## src/rtl/ex_mem_reg_pkg.sv

```systemverilog
// Shared pipeline definitions for the EX/MEM register: datapath width default,
// JALR target mask, instruction-class encoding and the MEM control payload.
package ex_mem_reg_pkg;

    localparam int unsigned XLEN_DEF      = 32;
    localparam logic [31:0] JALR_MASK_DEF = 32'hFFFF_FFFE;
    localparam int unsigned RD_W          = 5;

    // Control-flow class of an instruction, shared with ID/EX and the hazard unit
    typedef enum logic [1:0] {
        CLS_NONE   = 2'd0,
        CLS_BRANCH = 2'd1,
        CLS_JAL    = 2'd2,
        CLS_JALR   = 2'd3
    } insn_class_e;

    // Control bits carried into the memory stage
    typedef struct packed {
        logic reg_write;
        logic mem_read;
        logic mem_write;
        logic mem_to_reg;
        logic halt;
    } ctrl_t;

    // Fold the class flags into the encoded class; JALR > JAL > branch if several are set
    function automatic insn_class_e insn_class(input logic is_branch,
                                               input logic is_jal,
                                               input logic is_jalr);
        insn_class_e cls;
        cls = CLS_NONE;
        if (is_jalr) begin
            cls = CLS_JALR;
        end else if (is_jal) begin
            cls = CLS_JAL;
        end else if (is_branch) begin
            cls = CLS_BRANCH;
        end
        return cls;
    endfunction

endpackage

```

## src/rtl/ex_mem_reg_branch_target.sv

```systemverilog
// Combinational branch/jump resolution: taken condition, fetch target and link value.
module ex_mem_reg_branch_target
    import ex_mem_reg_pkg::*;
#(
    parameter int unsigned     XLEN          = XLEN_DEF,
    parameter logic [XLEN-1:0] RESET_PC_MASK = XLEN'(JALR_MASK_DEF)
) (
    input  logic            valid,
    input  logic            is_branch,
    input  logic            is_jal,
    input  logic            is_jalr,
    input  logic            bcond,
    input  logic [XLEN-1:0] pc,
    input  logic [XLEN-1:0] imm,
    input  logic [XLEN-1:0] alu_result,
    output logic            taken_c,
    output logic [XLEN-1:0] target_c,
    output logic            is_link_c,
    output logic [XLEN-1:0] link_c
);

    insn_class_e cls;
    logic        taken_raw;

    // Resolve the target and the unqualified taken condition from the class
    always_comb begin
        cls       = insn_class(is_branch, is_jal, is_jalr);
        taken_raw = 1'b0;
        target_c  = pc + imm;
        is_link_c = 1'b0;
        case (cls)
            CLS_BRANCH: taken_raw = bcond;
            CLS_JAL: begin
                taken_raw = 1'b1;
                is_link_c = 1'b1;
            end
            CLS_JALR: begin
                taken_raw = 1'b1;
                is_link_c = 1'b1;
                target_c  = alu_result & RESET_PC_MASK;
            end
            default: taken_raw = 1'b0;
        endcase
        taken_c = valid & taken_raw;
        link_c  = pc + XLEN'(4);
    end

endmodule

```

## src/rtl/ex_mem_reg.sv

```systemverilog
// EX/MEM pipeline register with predict-not-taken branch resolution and a
// registered one-cycle fetch redirect. Supports stall (hold) and flush (bubble).
// Optional performance counters are built when EX_MEM_PERF_EN is defined.
module ex_mem_reg
    import ex_mem_reg_pkg::*;
#(
    parameter int unsigned     XLEN          = XLEN_DEF,
    parameter logic [XLEN-1:0] RESET_PC_MASK = XLEN'(JALR_MASK_DEF)
) (
    input  logic            clk,
    input  logic            reset_n,
    input  logic            stall,
    input  logic            flush,
    input  logic            ex_valid,
    input  logic [XLEN-1:0] ex_alu_result,
    input  logic            ex_alu_bcond,
    input  logic            ex_is_branch,
    input  logic            ex_is_jal,
    input  logic            ex_is_jalr,
    input  logic [XLEN-1:0] ex_pc,
    input  logic [XLEN-1:0] ex_imm,
    input  logic [XLEN-1:0] ex_rs2_data,
    input  logic [4:0]      ex_rd,
    input  logic            ex_reg_write,
    input  logic            ex_mem_read,
    input  logic            ex_mem_write,
    input  logic            ex_mem_to_reg,
    input  logic            ex_halt,
    output logic            mem_valid,
    output logic [XLEN-1:0] mem_result,
    output logic [XLEN-1:0] mem_store_data,
    output logic [4:0]      mem_rd,
    output logic            mem_reg_write,
    output logic            mem_mem_read,
    output logic            mem_mem_write,
    output logic            mem_mem_to_reg,
    output logic            mem_halt,
    output logic            redirect_valid,
    output logic [XLEN-1:0] redirect_pc
`ifdef EX_MEM_PERF_EN
    ,
    output logic [31:0]     perf_branch_cnt,
    output logic [31:0]     perf_taken_cnt,
    output logic [31:0]     perf_bubble_cnt
`endif
);

    logic            taken_c;
    logic [XLEN-1:0] target_c;
    logic            is_link_c;
    logic [XLEN-1:0] link_c;
    logic            capture_c;
    ctrl_t           mem_ctrl_q;

    ex_mem_reg_branch_target #(
        .XLEN          (XLEN),
        .RESET_PC_MASK (RESET_PC_MASK)
    ) u_branch_target (
        .valid      (ex_valid),
        .is_branch  (ex_is_branch),
        .is_jal     (ex_is_jal),
        .is_jalr    (ex_is_jalr),
        .bcond      (ex_alu_bcond),
        .pc         (ex_pc),
        .imm        (ex_imm),
        .alu_result (ex_alu_result),
        .taken_c    (taken_c),
        .target_c   (target_c),
        .is_link_c  (is_link_c),
        .link_c     (link_c)
    );

    assign capture_c = ~flush & ~stall;

    // Pipeline register: reset > flush > stall > capture; halt is sticky until reset
    always_ff @(posedge clk or negedge reset_n) begin
        if (!reset_n) begin
            mem_valid      <= 1'b0;
            mem_result     <= '0;
            mem_store_data <= '0;
            mem_rd         <= '0;
            mem_ctrl_q     <= '0;
            redirect_valid <= 1'b0;
            redirect_pc    <= '0;
        end else if (flush) begin
            mem_valid             <= 1'b0;
            mem_ctrl_q.reg_write  <= 1'b0;
            mem_ctrl_q.mem_read   <= 1'b0;
            mem_ctrl_q.mem_write  <= 1'b0;
            mem_ctrl_q.mem_to_reg <= 1'b0;
            redirect_valid        <= 1'b0;
        end else if (stall) begin
            redirect_valid <= 1'b0;
        end else begin
            mem_valid             <= ex_valid;
            mem_result            <= is_link_c ? link_c : ex_alu_result;
            mem_store_data        <= ex_rs2_data;
            mem_rd                <= ex_rd;
            mem_ctrl_q.reg_write  <= ex_valid & ex_reg_write;
            mem_ctrl_q.mem_read   <= ex_valid & ex_mem_read;
            mem_ctrl_q.mem_write  <= ex_valid & ex_mem_write;
            mem_ctrl_q.mem_to_reg <= ex_valid & ex_mem_to_reg;
            mem_ctrl_q.halt       <= mem_ctrl_q.halt | (ex_valid & ex_halt);
            redirect_valid        <= taken_c;
            if (taken_c) begin
                redirect_pc <= target_c;
            end
        end
    end

    assign mem_reg_write  = mem_ctrl_q.reg_write;
    assign mem_mem_read   = mem_ctrl_q.mem_read;
    assign mem_mem_write  = mem_ctrl_q.mem_write;
    assign mem_mem_to_reg = mem_ctrl_q.mem_to_reg;
    assign mem_halt       = mem_ctrl_q.halt;

`ifdef EX_MEM_PERF_EN
    // Event counters: hold on stall, count on capture or flush edges
    always_ff @(posedge clk or negedge reset_n) begin
        if (!reset_n) begin
            perf_branch_cnt <= '0;
            perf_taken_cnt  <= '0;
            perf_bubble_cnt <= '0;
        end else if (flush) begin
            perf_bubble_cnt <= perf_bubble_cnt + 32'd1;
        end else if (capture_c) begin
            if (ex_valid && ex_is_branch) begin
                perf_branch_cnt <= perf_branch_cnt + 32'd1;
            end
            if (taken_c) begin
                perf_taken_cnt <= perf_taken_cnt + 32'd1;
            end
            if (!ex_valid) begin
                perf_bubble_cnt <= perf_bubble_cnt + 32'd1;
            end
        end
    end
`else
    // Capture qualifier only feeds the counters
    logic unused_capture;
    assign unused_capture = capture_c;
`endif

endmodule

```

## config.mk

```make
export PLATFORM = sky130hd
export DESIGN_NAME = ex_mem_reg
export DESIGN_NICKNAME = d
export VERILOG_FILES = /design/src/rtl/ex_mem_reg_pkg.sv /design/src/rtl/ex_mem_reg_branch_target.sv /design/src/rtl/ex_mem_reg.sv
export SDC_FILE = /design/constraint.sdc
export NUM_CORES = 1
export LEC_CHECK = 0
export BUFFER_PORTS_ARGS = -buffer_cell sky130_fd_sc_hd__clkbuf_2
export CORE_UTILIZATION = 54
export DETAILED_ROUTE_END_ITERATION = 12
export PLACE_DENSITY_LB_ADDON = 0.12
export SLEW_MARGIN = 10
export SYNTH_ARGS = -nofsm -noshare
export SYNTH_HDL_FRONTEND = slang
export SYNTH_SLANG_ARGS = --single-unit
```

## constraint.sdc

```tcl
create_clock -name clk -period 1.05 [get_ports clk]
set_input_delay 0.0525 -clock clk [delete_from_list [all_inputs] [get_ports clk]]
set_output_delay 0.0525 -clock clk [all_outputs]
set_load 0.1 [all_outputs]
```

==> results of run 1 <==
[cell families after synthesis]
| family | after synthesis | share of synthesized area [%] |
|---|---|---|
| AND/OR/NAND/NOR | 331 | 21.1 |
| AO/OA/AOI/OAI | 231 | 20.6 |
| flip-flops | 108 | 40.3 |
| XOR/XNOR | 58 | 7.57 |
| buffers and inverters | 54 | 3.88 |
| adder cells (fa/ha/maj) | 33 | 6.26 |
| multiplexers | 2 | 0.298 |
[through the flow]
stage	hold slack [ns]	util, %	cell area (um2)	instances	setup slack, ns
after detailed placement	-0.00405	94.3	11400	1362	-1.25
after global placement	-0.00377	94.3	11400	1362	-1.04
after floorplan	-0.243	-	7330	817	-0.852
==> metrics.txt, run 1 <==
distinct cell type count of the synthesized netlist 60; buffer type at the clock tree root clkbuf_16; Post-Synthesis Net Count 997; hold buffers post-CTS 46; total clock buffers created by CTS 9; mean instance size in the synthesized netlist 8.21 um2; number of I/O pins 255; number of rows created at floorplan 40; Horiz. Die Dim 113 um; fraction of registers with async set or reset after synthesis 100%; Stop Error [ERROR DPL-0038] Utilization greater than 100%, impossible to legalize; part of the Yosys area used for sequential elements 40.3%; half-perimeter wire length of the detailed placement result 23,800 um; leading cell type by number of instances after synthesis nand2_1; # H-tree levels 3; leading cell types by total area after synthesis dfrtp_1 40%, nand2_1 11%, a21oi_1 6.0%; placer congestion estimate 1.00; most common library cells after synthesis 196 x nand2_1, 108 x dfrtp_1, 81 x a21oi_1; stage where the flow stopped 4_1_cts; Synth Flop Type dfrtp_1; count of flip-flops with a built-in enable after synthesis 0; total of cells resized after clock tree synthesis 182; Yosys reg bits 108; Gate Count Post-Synth 817; Warnings, synthesis 0; clock sinks 108; status aborted with a tool error; leading area contributor after synthesis dfrtp_1; initial standard-cell utilization of the core 55.6%; Longest Clk Path Bufs 2; Synth Cell Area 6710 um2; height of the die 113 um; number of input and output port buffers inserted 254; area share of the largest cell type after synthesis 40.3%; Post-CTS Setup Repair Bufs 28
==> run 2: changes to the inputs <==
--- a/config.mk
+++ b/config.mk
@@ -6,9 +6,9 @@
 export NUM_CORES = 1
 export LEC_CHECK = 0
 export BUFFER_PORTS_ARGS = -buffer_cell sky130_fd_sc_hd__clkbuf_2
-export CORE_UTILIZATION = 54
+export CORE_UTILIZATION = 40
 export DETAILED_ROUTE_END_ITERATION = 12
-export PLACE_DENSITY_LB_ADDON = 0.12
+export PLACE_DENSITY_LB_ADDON = 0.15
 export SLEW_MARGIN = 10
 export SYNTH_ARGS = -nofsm -noshare
 export SYNTH_HDL_FRONTEND = slang
==> metrics.txt, run 2 <==
status finished with violations; failing checks negative hold slack, negative setup slack; R2R depth 3; leakage 6.29 nW; post-place instance area 11,500 um2; data required time of the critical path 1.28 ns; most used cells in the layout excluding fill and tap cells 182 x nand2_1, 170 x buf_4, 127 x clkbuf_2, 115 x buf_12, 74 x dfrtp_2; number of I/O pins 255; Synth Flop Type dfrtp_1; Peak Freq 558 MHz; maximum vdd drop 0.977 mV; Post-Synthesis Net Count 997; clock insertion delay at the later pin of the skew report 0.35 ns; fill cell count 837; leading area contributor after synthesis dfrtp_1; Horiz. Die Dim 132 um; buffer type at the clock tree root clkbuf_16; distinct cell type count of the synthesized netlist 60; most common cell after layout, fill and taps aside nand2_1; simple-gate portion of the synthesized area 21.1%; antenna violations before repair 2; Tightest Hold Check Type in2reg; average wire per standard cell 20.0 um; leading registers by flop count mem_result: 32 flops, mem_store_data: 32 flops, redirect_pc: 32 flops; clock sinks 108; clock transition at the register clock pins on the worst setup and hold paths after CTS 0.07 ns; layout net count 1,486; vias in the first global route 8,156; unrepaired setup endpoints after global routing yes; part of the Yosys area used for sequential elements 40.3%; half-perimeter wire length of the detailed placement result 19,900 um; proportion of synthesized area in mux cells 0.298%; data arrival time of the worst path 2.02 ns; leading cell type by number of instances after synthesis nand2_1; final core utilization 84.3%; beginning of the worst register-to-register path redirect_pc[27]; total clock buffers created by CTS 9; total design power 21.9 mW; placer congestion estimate 0.902; remaining max-slew budget at the tightest pin 67.8%; Yosys reg bits 108; post-route cell area 13,600 um2; Warnings, synthesis 0; worst hold slack -0.00000233 ns; core area 16,100 um2; Total Routed Length 30,500 um; startpoint class of the critical path input pin; count of flip-flops with a built-in enable after synthesis 0; initial standard-cell utilization of the core 41.6%; most common library cells after synthesis 196 x nand2_1, 108 x dfrtp_1, 81 x a21oi_1; nature of the critical path endpoint flop; leading cell types by total area after synthesis dfrtp_1 40%, nand2_1 11%, a21oi_1 6.0%; overall via count from detail_route 8,575; Congestion Overflow GR 0; area share of the largest cell type after synthesis 40.3%; mean instance size in the synthesized netlist 8.21 um2; Crit. Startpoint ex_pc[0]; Worst Skew 0 ns; start point of the worst hold path ex_pc[1]; worst setup slack before clock tree synthesis -1.14 ns; post-synthesis to final-layout area growth 102%; fraction of the mapped netlist area in compound gates 20.6%; CTS tree built; number of iterations in the first detailed-routing pass 7; Hold Path Depth 3; Gate Count Post-Synth 817; global-route wire length before repair 42,800 um; # H-tree levels 3; via density per instance 5.61; overall routing resource usage 31.5%; drc violations 0; Longest Clk Path Bufs 2; Die ar. 17,300 um2; height of the die 132 um; fraction of registers with async set or reset after synthesis 100%; number of input and output port buffers inserted 254; maximum number of pins on one net before global-route repair 71; number of DRC violations after detailed-routing iteration 0 643; Synth Cell Area 6710 um2; biggest fanout along the worst timing path 2; Power Density 1610 nW/um2; final period utilization 171%; Tightest Pin Transition 0.484 ns; final setup vio count 50; xor and xnor area share after synthesis 7.57%; Hold Vio Cnt, Final 1; final worst setup slack -0.741 ns; number of rows created at floorplan 46; post-route minimum period 1.79 ns; Setup CP Type in2reg; number of maximum-capacitance violations 0; dominant combinational cell family by area after synthesis simple AND/OR/NAND/NOR gates; final number of max-transition violations 0; remaining number of nets flagged by the antenna check after routing 0; layout cells sized above 1 53.5%; adder-cell area share of the yosys netlist 6.26%
run 2: timing repair:
item / CTS / global route
pin swaps: 73 / 94
setup buffers: 11 / 27
hold buffers: 64 / 0
hold endpoints to repair: 173 / 0
resized for setup: 86 / 118
setup endpoints to repair: 50 / 58
run 2: metrics by stage:
step / std cells / TNS [ns] / hold slack, ns
after floorplan: 817 / -19.09 / -0.243
after global routing: 1529 / -21.75 / 0.00368
after global placement: 1412 / -41.76 / 0.102
after CTS: 1503 / -15.93 / 0.00288
after detailed placement: 1412 / -45.08 / 0.103
final: 1529 / -19.17 / -0.00000233
run 2: layout make-up:
type                            instances  area (um2)  area share (%)
Timing Repair Buffer                  521        5410            39.9
Multi-Input combinational cell        655        4720            34.8
Sequential cell                       108        2800            20.6
Tap cell                              216         270            1.99
Clock buffer                            9         225            1.66
Clock inverter                          7         106           0.783
Inverter                               11        43.8           0.322
Antenna cell                            2        5.00          0.0368
run 2: metal layers:
layer	up-vias	GRT usage, %	share of wire (%)
met3	149	5.17	7.3
met4	0	16.1	5.6
met2	543	54.0	50
met1	4070	37.9	37
met5	-	0	0
li1	3813	-	-
run 2: where the power goes:
part / switching [mW] / internal (mW)
clock network: 1.64 / 2.13
registers: 0.774 / 4.88
logic: 7.67 / 4.81
total: 10.1 / 11.8
run 2: logic make-up (layout without fill, tap and decap cells):
logic type      count (synthesis)  after routing
flops                         108            108
mux                             2              2
compound gates                231            231
fa+ha+maj                      33             33
simple gates                  331            331
other cells                     0              2
xor+xnor                       58             58
buf+inv                        54            548
run 2: worst max-delay path, stage by stage:
cell and delay, ns:
buf_8 0.10, ha_4 0.15, fa_2 0.41, a21oi_4 0.17
o311a_4 0.20, buf_6 0.11, o21bai_2 0.08, a21oi_2 0.18
xor2_1 0.21, nor2_1 0.09, a21oi_1 0.16, o21ai_1 0.10
run 2: path summary, 6_finish.rpt:
kind	end	slack, ns
max	redirect_pc[8]	-0.74
min	mem_result[1]	-0.000002
max reg2reg	redirect_pc[27]	0.14
min reg2reg	mem_store_data[24]	0.52
max in group asynchronous	mem_store_data[26]	0.33
min in group asynchronous	mem_mem_read	0.28
No activity file was read; power rests on OpenSTA's default activity.
==> run 3: changes to the inputs <==
--- a/config.mk
+++ b/config.mk
@@ -6,7 +6,9 @@
 export NUM_CORES = 1
 export LEC_CHECK = 0
 export BUFFER_PORTS_ARGS = -buffer_cell sky130_fd_sc_hd__clkbuf_2
-export CORE_UTILIZATION = 40
+export CELL_PAD_IN_SITES_DETAIL_PLACEMENT = 0
+export CELL_PAD_IN_SITES_GLOBAL_PLACEMENT = 1
+export CORE_UTILIZATION = 38
 export DETAILED_ROUTE_END_ITERATION = 12
 export PLACE_DENSITY_LB_ADDON = 0.15
 export SLEW_MARGIN = 10
==> metrics.txt, run 3 (synthesized netlist as in run 2, its figures left out) <==
remaining max-slew budget at the tightest pin 67.7%; placer congestion estimate 0.897; Setup CP Type in2reg; internal power summed over all cells 11.5 mW; layout cells sized above 1 54.1%; Horiz. Die Dim 135 um; biggest fanout along the worst timing path 3; post-synthesis to final-layout area growth 101%; number of input and output port buffers inserted 254; number of rows created at floorplan 48; final setup vio count 50; clock transition at the register clock pins on the worst setup and hold paths after CTS 0.08 ns; post-route minimum period 1.85 ns; Tightest Pin Transition 0.484 ns; number of I/O pins 255; startpoint class of the critical path input pin; Tightest Hold Check Type in2reg; leakage 6.22 nW; drc violations 0; Reg power frac 26.3%; antenna violations before repair 1; data arrival time of the worst path 2.08 ns; remaining number of nets flagged by the antenna check after routing 0; via density per instance 5.15; worst setup slack before clock tree synthesis -1.18 ns; clock sinks 108; buffer type at the clock tree root clkbuf_16; average wire per standard cell 17.5 um; Gate power share 57.2%; clock insertion delay at the later pin of the skew report 0.34 ns; maximum vdd drop 1.10 mV; height of the die 135 um; half-perimeter wire length of the detailed placement result 19,300 um; most used cells in the layout excluding fill and tap cells 181 x nand2_1, 171 x buf_4, 133 x clkbuf_2, 113 x buf_12, 76 x dfrtp_2; fill cell count 1,108; Total Routed Length 26,700 um; unrepaired setup endpoints after global routing yes; layout net count 1,480; number of DRC violations after detailed-routing iteration 0 422; CTS tree built; Worst Skew 0 ns; switching power share of the total 46.1%; maximum number of pins on one net before global-route repair 68; Longest Clk Path Bufs 2; total clock buffers created by CTS 9; final core utilization 77.9%; initial standard-cell utilization of the core 38.8%; Power Density 1590 nW/um2; Congestion Overflow GR 0; number of iterations in the first detailed-routing pass 4; Clk network pwr share 16.5%; Die ar. 18,200 um2; leading registers by flop count mem_result: 32 flops, mem_store_data: 32 flops, redirect_pc: 32 flops; vias in the first global route 7,428; final worst setup slack -0.801 ns; nature of the critical path endpoint flop; overall routing resource usage 27.9%; global-route wire length before repair 39,200 um; final period utilization 176%; Peak Freq 540 MHz; number of maximum-capacitance violations 0; failing checks negative setup slack; # H-tree levels 3; data required time of the critical path 1.28 ns; Hold Vio Cnt, Final 0; switching power 9.85 mW; final number of max-transition violations 0; core area 17,300 um2; most common cell after layout, fill and taps aside nand2_1; overall via count from detail_route 7,886; status finished with violations
run 3: cell types whose count changed in the layout (fill, tap and decap cells not counted), moves of 3 or more:
cell,delta
buf_8,-7
xnor2_1,-4
o21ai_1,+6
o21ai_0,-5
buf_6,-5
clkbuf_2,+6
xnor2_2,+5
dlygate4sd3_1,-3
run 3: path summary, 6_finish.rpt:
| check | start | depth (start not counted) | endpoint | slack (ns) |
|---|---|---|---|---|
| setup / recovery | ex_imm[3] | 10 | redirect_pc[13] | -0.80 |
| min in group asynchronous | reset_n | 2 | mem_store_data[14] | 0.07 |
| hold / removal | ex_alu_result[4] | 3 | redirect_pc[4] | 0.009 |
| max in group asynchronous | reset_n | 3 | mem_store_data[27] | 0.37 |
| setup reg to reg | redirect_pc[27] | 2 | redirect_pc[27] | 0.19 |
| hold reg to reg | mem_store_data[7] | 2 | mem_store_data[7] | 0.51 |
run 3: critical path: stages:
cell      delay, ns
clkbuf_2       0.11
ha_4           0.23
a211o_1        0.26
a31o_4         0.23
a221o_1        0.32
a21o_1         0.18
a21o_1         0.22
o21ai_2        0.15
xor2_1         0.23
o21ai_1        0.09
run 3: what timing repair did:
action	in CTS	in global routing
pin swaps	77	98
resized for setup	94	100
hold buffers	61	0
endpoints found under the hold margin	169	0
endpoints found under the setup margin	50	57
buffers inserted	13	22
run 3: metal layers:
metal / track usage, % / part of all wire (%) / vias to the layer above
li1: - / - / 3794
met2: 46.8 / 49 / 323
met5: 0 / 0 / -
met1: 37.3 / 42 / 3714
met4: 9.11 / 3.0 / 0
met3: 3.34 / 5.8 / 55
run 3: cell type report:
class                      count  area [um2]  share of cell area [%]
tap                          225         282                    2.09
timing repair buffer         515        5280                    39.2
clock buffer                   9         225                    1.67
antenna                        1        2.50                  0.0186
inverter                      11        43.8                   0.325
sequential                   108        2800                    20.8
multi-input combinational    655        4760                    35.4
clock inverter                 7        80.1                   0.594
run 3: stage by stage:
step	std cells	hold WS (ns)	cell area, um2	setup TNS [ns]	power (mW)
5_1_grt	1531	0.0155	13500	-23.07	22.1
2_1_floorplan	817	-0.243	7330	-19.09	12.1
4_1_cts	1510	0.0000585	12900	-15.59	21.0
3_3_place_gp	1420	-0.114	11400	-41.04	16.9
6_report	1531	0.00857	13500	-19.33	21.4
3_5_place_dp	1420	-0.114	11400	-43.25	17.0
run 3: power by group through the flow:
stage / clock [mW] / sequential, mW / combinational, mW
after floorplan: 0 / 10.1 / 2.02
final: 3.52 / 5.63 / 12.2
after detailed placement: 0 / 5.70 / 11.3
after global placement: 0 / 5.67 / 11.2
after CTS: 3.60 / 5.62 / 11.8
after global routing: 3.74 / 5.71 / 12.7
==> run 4: changes to the inputs <==
--- a/config.mk
+++ b/config.mk
@@ -6,12 +6,11 @@
 export NUM_CORES = 1
 export LEC_CHECK = 0
 export BUFFER_PORTS_ARGS = -buffer_cell sky130_fd_sc_hd__clkbuf_2
-export CELL_PAD_IN_SITES_DETAIL_PLACEMENT = 0
+export CELL_PAD_IN_SITES_DETAIL_PLACEMENT = 1
 export CELL_PAD_IN_SITES_GLOBAL_PLACEMENT = 1
 export CORE_UTILIZATION = 38
 export DETAILED_ROUTE_END_ITERATION = 12
 export PLACE_DENSITY_LB_ADDON = 0.15
-export SLEW_MARGIN = 10
 export SYNTH_ARGS = -nofsm -noshare
 export SYNTH_HDL_FRONTEND = slang
 export SYNTH_SLANG_ARGS = --single-unit
==> metrics.txt, run 4 <==
count of flip-flops with a built-in enable after synthesis 0; leading cell type by number of instances after synthesis nand2_1; Post-CTS Setup Repair Bufs 25; Gate Count Post-Synth 817; status aborted with a tool error; Yosys reg bits 108; total of cells resized after clock tree synthesis 158; Synth Cell Area 6710 um2; hold buffers post-CTS 47; Horiz. Die Dim 135 um; placer congestion estimate 0.897; clock sinks 108; stage where the flow stopped 4_1_cts; initial standard-cell utilization of the core 38.8%; number of I/O pins 255; total clock buffers created by CTS 9; # H-tree levels 3; Warnings, synthesis 0; Longest Clk Path Bufs 2; leading area contributor after synthesis dfrtp_1; number of input and output port buffers inserted 254; number of rows created at floorplan 48; leading cell types by total area after synthesis dfrtp_1 40%, nand2_1 11%, a21oi_1 6.0%; worst setup slack before clock tree synthesis -1.30 ns; buffer type at the clock tree root clkbuf_16; half-perimeter wire length of the detailed placement result 26,600 um; Post-Synthesis Net Count 997; Stop Error [ERROR DPL-0033] detailed placement checks failed during check placement.; area share of the largest cell type after synthesis 40.3%; most common library cells after synthesis 196 x nand2_1, 108 x dfrtp_1, 81 x a21oi_1; height of the die 135 um; part of the Yosys area used for sequential elements 40.3%; fraction of registers with async set or reset after synthesis 100%; Synth Flop Type dfrtp_1; distinct cell type count of the synthesized netlist 60; mean instance size in the synthesized netlist 8.21 um2
-- run 4: cell counts after synthesis --
No cell type changed its count.
-- run 4: cell families after synthesis --
group           Yosys count  share of synthesized area, %
compound gates          231                          20.6
simple gates            331                          21.1
buf+inv                  54                          3.88
fa+ha+maj                33                          6.26
xor+xnor                 58                          7.57
mux                       2                         0.298
flops                   108                          40.3
-- run 4: through the flow --
step                      instance area, um2  hold WS [ns]  TNS, ns  utilization [%]  std cells
after floorplan                         7330        -0.243   -19.09                -        817
after global placement                 11400        -0.114   -41.04             66.1       1420
after detailed placement               11400        -0.108   -48.92             66.1       1420
